File: src/rtl/aes_display_pkg.sv
// rtl/aes_display_pkg.sv - shared types, sizes and word slicing for the AES display sequencer
package aes_display_pkg;

    localparam int WORD_W          = 16;
    localparam int WORDS_PER_BLOCK = 8;
    localparam int BLOCK_W         = 128;
    localparam int IDX_W           = 3;

    typedef enum logic [1:0] {
        IDLE,
        EMIT,
        DWELL
    } seq_state_t;

    // Word k of a block; bit 0 of the block is the MSB, so word 0 is bits [0:15].
    function automatic logic [0:WORD_W-1] word_select(input logic [0:BLOCK_W-1] blk,
                                                      input logic [IDX_W-1:0]   k);
        return blk[int'(k) * WORD_W +: WORD_W];
    endfunction

endpackage

File: src/rtl/rise_detect.sv
// rtl/rise_detect.sv - single-cycle rising-edge detector for a level input
module rise_detect #(
    parameter bit RESET_VAL = 1'b1
) (
    input  logic clk,
    input  logic rst_n,
    input  logic i_level,
    output logic o_rise
);

    logic level_q;
    logic level_d;

    // Previous level is just the input delayed by one clock.
    always_comb begin
        level_d = i_level;
    end

    // Resetting to RESET_VAL=1 stops a level held through reset from reading as an edge.
    always_ff @(posedge clk or negedge rst_n) begin
        if (!rst_n) begin
            level_q <= RESET_VAL;
        end else begin
            level_q <= level_d;
        end
    end

    assign o_rise = i_level && !level_q;

endmodule

File: src/rtl/aes_display_sequencer.sv
// rtl/aes_display_sequencer.sv - presents one 128-bit AES block as eight 16-bit display words
module aes_display_sequencer
    import aes_display_pkg::*;
#(
    parameter int DWELL_CYCLES = 50_000_000,
    parameter bit AUTO_ADVANCE = 1'b1
) (
    input  logic               clk,
    input  logic               i_rst_n,
    input  logic [0:BLOCK_W-1] i_block,
    input  logic               i_block_valid,
    output logic               o_block_ready,
    input  logic               i_next,
    input  logic               i_hold,
    output logic [0:WORD_W-1]  o_data,
    output logic               o_refresh_display,
    output logic [IDX_W-1:0]   o_word_idx,
    output logic               o_busy
);

    localparam int                   TIMER_W    = $clog2(DWELL_CYCLES);
    localparam logic [TIMER_W-1:0]   TIMER_LAST = TIMER_W'(DWELL_CYCLES - 1);

    seq_state_t         state_q, state_d;
    logic [IDX_W-1:0]   idx_q, idx_d;
    logic [0:BLOCK_W-1] buf_q, buf_d;
    logic [TIMER_W-1:0] timer_q, timer_d;
    logic [0:WORD_W-1]  data_q, data_d;
    logic               refresh_q, refresh_d;
    logic               next_rise;
    logic               timer_expired;
    logic               advance;

    rise_detect #(
        .RESET_VAL (1'b1)
    ) u_next_rise (
        .clk     (clk),
        .rst_n   (i_rst_n),
        .i_level (i_next),
        .o_rise  (next_rise)
    );

    // The pulse cycle is not part of the dwell count, giving DWELL_CYCLES+2 between pulses.
    assign timer_expired = AUTO_ADVANCE && !i_hold && !refresh_q && (timer_q == TIMER_LAST);
    assign advance       = timer_expired || next_rise;

    // Next-state, buffer, index, timer and display-word computation.
    always_comb begin
        state_d   = state_q;
        idx_d     = idx_q;
        buf_d     = buf_q;
        timer_d   = timer_q;
        data_d    = data_q;
        refresh_d = 1'b0;
        unique case (state_q)
            IDLE: begin
                if (i_block_valid) begin
                    buf_d   = i_block;
                    idx_d   = '0;
                    state_d = EMIT;
                end
            end
            EMIT: begin
                data_d    = word_select(buf_q, idx_q);
                refresh_d = 1'b1;
                timer_d   = '0;
                state_d   = DWELL;
            end
            DWELL: begin
                if (advance) begin
                    if (idx_q == IDX_W'(WORDS_PER_BLOCK - 1)) begin
                        state_d = IDLE;
                    end else begin
                        idx_d   = idx_q + 1'b1;
                        state_d = EMIT;
                    end
                end else if (!i_hold && !refresh_q && timer_q != TIMER_LAST) begin
                    // Saturates so manual mode cannot wrap the counter.
                    timer_d = timer_q + 1'b1;
                end
            end
            default: state_d = IDLE;
        endcase
    end

    // State and datapath registers; reset abandons any block in flight.
    always_ff @(posedge clk or negedge i_rst_n) begin
        if (!i_rst_n) begin
            state_q   <= IDLE;
            idx_q     <= '0;
            buf_q     <= '0;
            timer_q   <= '0;
            data_q    <= '0;
            refresh_q <= 1'b0;
        end else begin
            state_q   <= state_d;
            idx_q     <= idx_d;
            buf_q     <= buf_d;
            timer_q   <= timer_d;
            data_q    <= data_d;
            refresh_q <= refresh_d;
        end
    end

    assign o_block_ready     = (state_q == IDLE);
    assign o_busy            = (state_q != IDLE);
    assign o_data            = data_q;
    assign o_refresh_display = refresh_q;
    assign o_word_idx        = idx_q;

endmodule

File: config.mk
export PLATFORM = sky130hd
export DESIGN_NAME = aes_display_sequencer
export DESIGN_NICKNAME = d
export VERILOG_FILES = /design/src/rtl/aes_display_pkg.sv /design/src/rtl/rise_detect.sv /design/src/rtl/aes_display_sequencer.sv
export SDC_FILE = /design/constraint.sdc
export NUM_CORES = 1
export LEC_CHECK = 0
export BUFFER_PORTS_ARGS = -buffer_cell sky130_fd_sc_hd__buf_2
export CORE_ASPECT_RATIO = 1.4
export CORE_MARGIN = 4
export CORE_UTILIZATION = 60
export DETAILED_ROUTE_END_ITERATION = 10
export MAX_ROUTING_LAYER = met4
export PLACE_DENSITY = 0.92
export SYNTH_ARGS = -nofsm -noshare
export SYNTH_HDL_FRONTEND = slang
export SYNTH_SLANG_ARGS = --single-unit
File: constraint.sdc
create_clock -name clk -period 5.6 [get_ports clk]
set_clock_uncertainty 0.05 [all_clocks]
set_input_delay 0.84 -clock clk [delete_from_list [all_inputs] [get_ports clk]]
set_output_delay 0.84 -clock clk [all_outputs]
set_load 0.05 [all_outputs]
* Yosys cells after proc, flatten, opt, wreduce, memory -nomap -nowiden
Cells that the tools add are included.
Operators by class: reductions and logical operators 16, shifts and indexed selects 1, mux-type cells 12, add/sub/neg operators 2, bitwise operators 1, equality and inequality tests 10
Operators by type and width (number):
- indexed part select 128 x 32 -> 129 bit | 1
- two-way mux 26 bit | 2
- case mux 26 bit (2 select lines) | 1
- NOT 7 -> 32 bit | 1
- adder 26 x 1 -> 26 bit, second input constant | 1
- == test 26 bit, second input constant | 1
- inequality test 26 bit, second input constant | 1
- inequality test 2 bit, second input constant | 5
- two-way mux 3 bit | 3
- case mux 2 bit (3 select lines) | 1
- case mux 3 bit (2 select lines) | 1
- nonzero test 2 bit | 3
- logical AND 1 bit | 4
- two-way mux 2 bit | 2
- AND reduction 2 bit | 2
- AND reduction 4 bit | 1
- adder 3 x 1 -> 3 bit, second input constant | 1
- == test 3 bit, second input constant | 1
- zero test 1 bit | 3
- AND reduction 3 bit | 1
- == test 2 x 1 -> 1 bit, second input constant | 1
- == test 2 bit, second input constant | 1
- zero test 2 bit | 1
- two-way mux 1 bit | 2
- logical OR 1 bit | 1
Word-level totals: input port bits 133, flip-flop bits (word level) 177

* Longest topological paths before layout
Gate-level depths: netlist of run 1.
word-level depth 6, mapped depth 9, depth with buffers taken out 6

* Cells and area by module
Synthesis of run 1 repeated with hierarchy kept, for this count alone.
Unflattened totals: cells, all modules 617, area, all modules 8234.1 µm²
Modules (own cells, without submodules):
- aes_display_sequencer | seq. area each 4404.2 µm², instances 1, cells an instance 615, area each 8194.1 µm²
- rise_detect | seq. area each 26.3 µm², instances 1, cells an instance 2, area each 40.0 µm²

* Least setup slack after synthesis of run 1
No wires, ideal clock.
path type register -> register, start point reg state_q[1], end point reg buf_q[51] (netlist name), path buffers 2, required time 5.425 ns, cell stages (with the launch flop) 6, library setup time 0.125 ns, arrival time 2.298 ns, path slack 3.127 ns, cells stage by stage dfrtp_1 nor2_1 and2_1 clkbuf_1 buf_2 mux2_2
On the way: longest elaborated chain between the ends 2
Ends and longest elaborated chain:
- start, declared | line aes_display_sequencer.sv:24 | seq_state_t state_q, state_d;
- start signal, assigned | line aes_display_sequencer.sv:96 | state_q <= state_d;
- zero test 2 bit
- net o_block_ready | line aes_display_sequencer.sv:12 | output logic o_block_ready,
- AND reduction 2 bit (no line)
- end signal, assigned | line aes_display_sequencer.sv:98 | buf_q <= buf_d;
- end, declared | line aes_display_sequencer.sv:26 | logic [0:BLOCK_W-1] buf_q, buf_d;
The timed path passes the listed nets, and every way through them passes these cells. A chain may end at the register's enable or synchronous reset.

* Worst setup path after layout of run 1
start point reg state_q[1], end point reg buf_q[111] (netlist name)
On the way: longest elaborated chain between the ends 2
Ends and longest elaborated chain:
- zero test 2 bit | line aes_display_sequencer.sv:55 | unique case (state_q)
- AND reduction 2 bit (no line)
Every way passes these cells.

==> metrics.md, run 1 <==
| Metric | Value |
|---|---|
| Fin. max-slew vios | 0 |
| Max Fanout on Critical Path | between 80 and 90 |
| Via count | between 5k and 6k |
| Syn Area/Cell | 13.8 um2 |
| DR iter-0 viols | about 400 |
| DR WL/cell | ~21 um |
| MaxCap Viol Count | 0 |
| Core Region | 0.0133 mm2 |
| Data arrival, critical path | around 3.2 ns |
| ANT nets after route | 0 |
| Setup tns final | 0 ns |
| PostCTS Resize Cnt | 0 |
| Boundary Pins | approximately 160 |
| Clock Pin Slew Worst Setup and Hold Paths | approximately 0.07 ns |
| Final period util | a little over half |
| Initial Utilization | 61.2% |
| CTS max path bufs | 2 |
| Detailed Place HPWL | about 14000 um |
| CTS tree | yes |
| Core Util, Final | 72.0% |
| Seq. cell area | approximately 0.0044 mm2 |
| Status | completed |
| Cell area after synthesis | ~0.0082 mm2 |
| Prevailing post-synth register cell | dfrtp_1 |
| Synth Warn # | 0 |
| Die area | roughly 0.016 mm2 |
| Crit. End Element | register |
| Max Clk Rate | between 300 and 400 MHz |
| Layout cells sized above 1 | around half |
| Largest net degree at the start of global routing | a little over 80 |
| Antenna violations before repair | 2 |
| VDD IR max | 0.000368 V |
| DRC viols | 0 |
| Count of final setup violators | 0 |
| Clk Latency, worst-skew pair | ~0.43 ns |
| Grt ovf | 0 |
| Final min period | slightly below 3 ns |
| Vias in the first global route | ~6.2k |
| Routability cong. | 0.948 |
| Area growth syn-to-layout | 17.6% |
| Leak | between 4 and 5 nW |
| Vias/cell | slightly above 6 |
| Postcts setup bufs | 0 |
| Worst Path Required | 5.86 ns |
| Final net count | 868 |
| Seq/Total Area, Yosys | 54.3% |
| Post-synth ARST share | 100% |
| Htree depth | 4 |
| GR Util All Layers | 27.4% |
| Die Ht | around 150 um |
| Worst-Margin Slew | slightly above 1 ns |
| Multi-input logic area | ~0.0035 mm2 |
| Worst relative slew slack | a little under a third |
| Number of synthesized flops with an enable pin | 0 |
| Filler cells | 868 |
| Hold Vio Cnt, Final | 0 |
| Yosys top cell by area | dfrtp_1 |
| Share of the synthesized area in the top cell type | 54.0% |
| Pre-antenna DRT Iters | 5 |
| CTS root buf | clkbuf_16 |
| FF-to-FF setup slack | ~2.7 ns |
| Top post-synthesis cells by area | dfrtp_1, mux2_2, mux4_2 |
| RSZ-0062 raised after global routing | false |
| Wirelength, routed | ~20000 um |
| Power Density | between 500 and 600 mW/mm2 |
| WS Path Type | reg2reg |
| Sink Count | about 180 |
| Register bit total from synthesis | 177 |
| Post-Synthesis Cells | about 590 |
| Num rows | 50 |
| Die Wd | ~110 um |
| Startpoint Class | register |
| Num CTS Buffers | 17 |
| Distinct cells, synth | 55 |
| Syn_nets | 729 |
| # port buffers | between 150 and 200 |
| Worst hold-check path type | in2async |
| Hold bufs inserted after CTS | 0 |
| First-pass GRT wire length | roughly 32000 um |
[Yosys cell counts (2+ instances only)]
| master | number |
|---|---|
| mux4_2 | 32 |
| buf_4 | 4 |
| dfrtp_1 | 176 |
| buf_2 | 18 |
| and2_1 | 5 |
| o311ai_0 | 5 |
| o31ai_1 | 3 |
| xor2_1 | 2 |
| ha_1 | 3 |
| or3_1 | 3 |
| and3_1 | 2 |
| nand2b_1 | 2 |
| nand4b_1 | 2 |
| or4_1 | 5 |
| nor3_1 | 3 |
| mux2i_1 | 19 |
| o21ai_0 | 21 |
| nor2_1 | 17 |
| inv_1 | 10 |
| a21oi_1 | 11 |
| nand2_1 | 40 |
| mux2_2 | 129 |
| and4_1 | 3 |
| nand4_1 | 10 |
| a31oi_1 | 4 |
| o211ai_1 | 6 |
| xnor2_1 | 3 |
| nand3_1 | 12 |
| o41ai_1 | 2 |
| nor4_1 | 2 |
| clkbuf_1 | 14 |
| a31o_2 | 2 |
[cell families (layout without fill, tap and decap cells)]
group | count (synthesis) | in the layout | synth area share [%]
muxes | 180 | 180 | 29.0
DFF | 177 | 177 | 54.3
and+or+nand+nor | 118 | 118 | 8.05
AOI/OAI and AO/OA | 60 | 60 | 4.79
buffers and inverters | 50 | 202 | 2.87
xor gates and xnor gates | 5 | 5 | 0.537
adders and majority gates | 3 | 3 | 0.460
other | 0 | 4 | 0
[placed cells by master, fill, tap and decap left out, types with 4 or more instances in the layout]
cell and count:
dfrtp_1 174, buf_2 153, mux2_2 129, nand2_1 40, mux4_2 32, o21ai_0 21
mux2i_1 19, nor2_1 17, clkbuf_16 17, nand3_1 12, a21oi_1 11, nand4_1 10
inv_1 10, o211ai_1 6, or4_1 5, o311ai_0 5, buf_4 5, diode_2 4
and2_1 4, a31oi_1 4
[worst max-delay path, cell delays in order (launching register included)]
cell and delay [ns]:
dfrtp_1 0.51, nor2_1 0.25, and2_4 0.85, buf_4 0.65, mux2_2 0.41
[metrics by stage]
stage	cells	power (mW)	hold slack, ns	worst slack [ns]	area, um2
after floorplan	593	3.66	0.422	3.13	8160
after global placement	895	4.07	0.411	2.69	9010
after detailed placement	895	4.24	0.417	2.59	9010
after CTS	927	5.40	0.428	2.69	9590
after global routing	929	5.64	0.449	2.49	9590
final	931	5.36	0.408	2.66	9600
[area by class of cell]
type / count / share of cell area [%]
sequential: 177 / 46.2
multi-input combinational: 366 / 36.4
timing repair buffer: 159 / 8.49
clock buffer: 21 / 4.90
tap: 182 / 2.37
clock inverter: 11 / 1.08
inverter: 11 / 0.430
antenna: 4 / 0.104
[worst paths after layout]
check	startpoint	end	cells after the start
setup / recovery	state_q[1]	buf_q[111]	4
hold / removal	i_rst_n	timer_q[8]	1
setup reg to reg	state_q[1]	buf_q[111]	4
hold reg to reg	o_data[11]	o_data[11]	2
max in group asynchronous	i_rst_n	timer_q[10]	2
min in group clk	o_data[11]	o_data[11]	2
[per-layer routing]
layer / routed length (um) / vias to the layer above / track usage, %
met5: 0 / - / -
met3: 1070 / 68 / 5.15
met4: 969 / 0 / 14.0
li1: - / 2487 / -
met1: 7120 / 2830 / 31.2
met2: 10600 / 242 / 45.8
[power breakdown]
part           internal, mW  switching, mW
Combinational         0.988          0.979
Sequential             1.85          0.405
Clock                 0.650          0.493
[registers in the layout, summed over array words and instances, names as in the netlist]
signal	flops
buf_q	128
timer_q	26
o_data	16
o_word_idx	3
state_q	2
o_refresh_display	1
u_next_rise.level_q	1
Power figures use the tool's default switching activity.
==> run 2, diff against run 1 <==
Settings changed: CORE_UTILIZATION 60 to 56, PLACE_DENSITY 0.92 to 0.88.
Clock period 5.6 ns to 2.72 ns, I/O delays scaled along.
==> metrics.md, run 2 (synthesized netlist as in run 1, its figures left out) <==
| Metric | Value |
|---|---|
| Antenna violations before repair | 4 |
| DRC viols | 0 |
| Count of final setup violators | 0 |
| Routability cong. | between 0.9 and 1 |
| Vias/cell | about 5.9 |
| Crit path to | timer_q[5] |
| Status | completed |
| Design area | roughly 0.0098 mm2 |
| Max Used Layer | met4 |
| Met3 wire len | between 800 and 900 um |
| Worst hold slack | between 0.04 and 0.05 ns |
| Power Density | approximately 1200 mW/mm2 |
| Fin. max-slew vios | 0 |
| Core Region | around 0.014 mm2 |
| Worst-Margin Slew | ~0.57 ns |
| Final period util | 84.8% |
| Filler cells | between 900 and 1k |
| Max reg flops | between 100 and 150 |
| Combinational power share | between 30% and 40% |
| Area growth syn-to-layout | 19.5% |
| R2R Path End | timer_q[5] |
| Clk pwr share | 21.5% |
| Reg with most FFs | buf_q |
| DR iter-0 viols | around 270 |
| Sequential power share | 39.8% |
| Critical-path cell list | ha_1, and4_1, nand4_2, o21ai_4, nand2_1, a31oi_1 |
| Clk Latency, worst-skew pair | between 0.4 and 0.5 ns |
| Crit. End Element | register |
| Final net count | between 800 and 900 |
| Commonest non-fill, non-tap cell in the layout | dfrtp_1 |
| Leak | approximately 4.4 nW |
| Detailed Place HPWL | approximately 15000 um |
| Data arrival, critical path | between 2 and 3 ns |
| R2R cell count | 6 |
| Max Fanout on Critical Path | 24 |
| Max Clk Rate | 433 MHz |
| Die Wd | roughly 110 um |
| Hold Vio Cnt, Final | 0 |
| Die Ht | about 150 um |
| Initial Utilization | just under 60% |
| Worst Path Required | 3.02 ns |
| Startpoint Class | register |
| Pre-antenna DRT Iters | 4 |
| Commonest non-fill, non-tap cells in the layout | dfrtp_1, buf_2, mux2_2, nand2_1, mux4_2 |
| Setup tns final | 0 ns |
| Num CTS Buffers | 17 |
| Sink Count | approximately 180 |
| Boundary Pins | roughly 160 |
| RR Startpoint | timer_q[0] |
| VDD IR max | slightly above 0.0008 V |
| First-pass GRT wire length | approximately 32000 um |
| CP Launch Point | timer_q[0] |
| Die area | between 0.015 and 0.02 mm2 |
| Switch share | a little over a third |
| CTS root buf | clkbuf_16 |
| WS Path Type | reg2reg |
| Routed wl met2 | roughly 11000 um |
| CTS tree | yes |
| # port buffers | between 150 and 200 |
| CTS max path bufs | 2 |
| RSZ-0062 raised after global routing | false |
| Critical path's slowest cell | o21ai_4 |
| M1 wire length | 7500 um |
| Net Sw Power | just under 4 mW |
| Final min period | about 2.3 ns |
| Htree depth | 4 |
| Worst hold-check path type | in2reg |
| P_int | between 7 and 8 mW |
| Largest net degree at the start of global routing | 75 |
| Max stage delay on crit path | about 0.54 ns |
| GR Util All Layers | 26.8% |
| ANT nets after route | 0 |
| Grt ovf | 0 |
| Wirelength, routed | 20100 um |
| Num rows | 51 |
| Clock Pin Slew Worst Setup and Hold Paths | 0.07 ns |
| Via count | approximately 5.5k |
| DR WL/cell | ~21 um |
| Worst relative slew slack | 61.9% |
| Vias in the first global route | 6142 |
| Layout cells sized above 1 | between 40% and 50% |
| Area after DPL | slightly above 0.009 mm2 |
| FF-to-FF setup slack | a little over 0.4 ns |
| MaxCap Viol Count | 0 |
run 2: worst min path at each step:
stage,start,endpoint,slack [ns],cells past startpoint
2_1_floorplan,i_rst_n,buf_q[0],0.06,0
3_3_place_gp,i_rst_n,timer_q[9],0.29,1
3_5_place_dp,i_rst_n,timer_q[8],0.30,1
4_1_cts,i_next,u_next_rise.level_q,0.03,1
5_1_grt,i_next,u_next_rise.level_q,0.03,1
6_report,i_next,u_next_rise.level_q,0.04,1
run 2: per-stage QoR:
| stage | utilization (%) | power [mW] | worst slack [ns] | instances |
|---|---|---|---|---|
| floorplan | - | 7.53 | 0.247 | 593 |
| global route | 69.1 | 11.9 | 0.166 | 944 |
| detailed placement | 64.8 | 8.85 | 0.197 | 907 |
| global placement | 64.8 | 8.54 | 0.344 | 907 |
| CTS | 69.0 | 11.3 | 0.202 | 940 |
| finish | 69.1 | 11.2 | 0.413 | 944 |
run 2: final cells by class:
cell class / count / area, um2 / area share, %
Clock inverter: 14 / 153 / 1.57
Multi-Input combinational cell: 366 / 3500 / 35.9
Clock buffer: 18 / 439 / 4.50
Tap cell: 185 / 231 / 2.37
Antenna cell: 4 / 10.0 / 0.103
Timing Repair Buffer: 169 / 942 / 9.66
Sequential cell: 177 / 4430 / 45.5
Inverter: 11 / 41.3 / 0.423
run 2: metal layers:
layer | up-vias | global-route usage [%]
met1 | 2843 | 30.3
li1 | 2494 | -
met3 | 37 | 5.25
met4 | 0 | 10.4
met2 | 161 | 46.6
met5 | - | -
run 2: critical path, delay by kind of cell, from the launching register on:
family | cells | cell delay (ns)
flip-flops | 1 | 0.39
AND/OR/NAND/NOR | 3 | 0.85
adder cells (fa/ha/maj) | 1 | 0.22
AO/OA/AOI/OAI | 2 | 0.72
run 2: repair_timing:
item | in CTS | in global routing
resized for setup | 0 | 1
hold endpoints to repair | 36 | 0
setup endpoints to repair | 0 | 10
buffers inserted | 0 | 0
hold buffers | 1 | 0
run 2: power groups by stage:
stage	Sequential (mW)	Combinational (mW)	Clock (mW)
2_1_floorplan	4.70	2.83	0
4_1_cts	4.48	4.39	2.46
5_1_grt	4.61	4.67	2.60
3_3_place_gp	4.37	4.17	0
6_report	4.47	4.35	2.42
3_5_place_dp	4.49	4.36	0
==> run 3, diff against run 2 <==
Settings changed: CORE_UTILIZATION 56 to 50, PLACE_DENSITY 0.88 to 0.83.
Clock period 2.72 ns to 2.12 ns, I/O delays scaled along.
==> metrics.md, run 3 (synthesized netlist as in run 1, its figures left out) <==
| Metric | Value |
|---|---|
| Status | completed |
| DR iter-0 viols | roughly 360 |
| CTS tree | yes |
| Hold path startpoint | i_block[111] |
| DR WL/cell | 19.2 um |
| First-pass GRT wire length | 30600 um |
| R2R Path End | timer_q[19] |
| Grt ovf | 0 |
| GR Util All Layers | approximately 22% |
| Most Used Layer, Global Route | met2 |
| Worst Path Required | 2.41 ns |
| ANT nets after route | 0 |
| Area after DPL | roughly 0.0093 mm2 |
| Core Region | 0.0161 mm2 |
| Num rows | 55 |
| Initial Utilization | between 50% and 60% |
| Non-filler instance count after layout | about 980 |
| FF-to-FF setup slack | 0.06 ns |
| Worst Hold End | buf_q[111] |
| MaxCap Viol Count | 0 |
| Max Fanout on Critical Path | 24 |
| Wirelength, routed | around 19000 um |
| Largest net degree at the start of global routing | 64 |
| Final period util | just under 100% |
| Setup slack after layout | slightly above 0.06 ns |
| Sink Count | around 180 |
| Via count | roughly 5.5k |
| Pre-antenna DRT Iters | 5 |
| Crit. End Element | register |
| Power Density | around 1400 mW/mm2 |
| Area growth syn-to-layout | 22.2% |
| Clock Pin Slew Worst Setup and Hold Paths | around 0.070 ns |
| Boundary Pins | 155 |
| Final net count | about 890 |
| Htree depth | 4 |
| Worst hold-check path type | in2reg |
| Leak | between 4 and 5 nW |
| M2 GR Usage | 37.1% |
| Setup tns final | 0 ns |
| Detailed Place HPWL | 13600 um |
| # port buffers | around 150 |
| Met3 Use GR | ~6.2% |
| Commonest non-fill, non-tap cell in the layout | dfrtp_1 |
| Worst relative slew slack | approximately 58% |
| Layout cells sized above 1 | about half |
| Data arrival, critical path | 2.35 ns |
| Design area | around 0.01 mm2 |
| Vias/cell | between 5 and 6 |
| Count of final setup violators | 0 |
| Hold Vio Cnt, Final | 0 |
| Max Clk Rate | 486 MHz |
| Core Util, Final | slightly above 60% |
| Worst hold slack | roughly 0.067 ns |
| CTS max path bufs | 2 |
| Die area | about 0.018 mm2 |
| Antenna violations before repair | 8 |
| M1 GR Usage | around a quarter |
| Num CTS Buffers | 17 |
| DRC viols | 0 |
| CTS root buf | clkbuf_16 |
| Placed cells | a little over 900 |
| RR Startpoint | timer_q[0] |
| VDD IR max | a little over 0.0008 V |
| Worst-Margin Slew | between 0.6 and 0.7 ns |
| Clk Latency, worst-skew pair | between 0.4 and 0.5 ns |
| Startpoint Class | register |
| Reg with most FFs | buf_q |
| Hold depth | 2 |
| Final min period | 2.06 ns |
| Dpl ws | 0.0629 ns |
| R2R cell count | 7 |
| Die Ht | between 150 and 200 um |
| WS Path Type | reg2reg |
| Routability cong. | 0.964 |
| Total power | 14.2 mW |
| Die Wd | around 120 um |
| Commonest non-fill, non-tap cells in the layout | dfrtp_1, buf_2, mux2_2, nand2_1, mux4_2 |
| Fin. max-slew vios | 0 |
| Vias in the first global route | around 6k |
| Max reg flops | around 130 |
[run 3: changes by cell type in the layout (fill, tap and decap cells not counted), sizes merged]
cell	change
buf	+13
diode	+4
inv	+4
clkinvlp	-3
bufinv	-1
dlygate4sd3	+1
[run 3: layer usage]
metal | vias to the layer above | share of wire (%)
met1 | 2816 | 37
met5 | - | 0
met3 | 25 | 6.0
met4 | 0 | 2.1
li1 | 2537 | -
met2 | 164 | 54
[run 3: timing repair]
item	4_1_cts	5_1_grt
pin swaps	0	0
endpoints found under the hold margin	59	0
hold buffers	2	0
resized for setup	1	4
gates cloned	0	0
endpoints found under the setup margin	1	8
setup buffers	0	1
[run 3: worst max path at each step]
stage / start / endpoint / slack (ns) / cells after the start
floorplan: o_word_idx[0] / o_data[1] / 0.03 / 5
global placement: timer_q[0] / timer_q[19] / 0.12 / 7
detailed placement: timer_q[6] / o_word_idx[2] / 0.06 / 6
CTS: timer_q[0] / timer_q[19] / 0.06 / 7
global route: timer_q[1] / timer_q[12] / -0.001 / 6
finish: timer_q[0] / timer_q[19] / 0.06 / 7
[run 3: critical path, stage by stage, from the launching register on]
cell and delay [ns]:
dfrtp_1 0.40, ha_1 0.25, and4_1 0.25, nand4_4 0.13
o21ai_2 0.09, buf_12 0.16, or4_1 0.49, a21oi_1 0.15
[run 3: power by group]
group | internal, mW | switching (mW)
clock | 1.66 | 1.39
sequential | 4.88 | 0.803
combinational | 2.82 | 2.69
total | 9.36 | 4.88
[run 3: layout make-up]
type	instances	area [um2]
Fill cell	1279	6140
Sequential cell	177	4430
Multi-Input combinational cell	366	3520
Timing Repair Buffer	183	1120
Clock buffer	18	429
Tap cell	199	249
Clock inverter	14	145
Inverter	11	41.3
Antenna cell	8	20.0
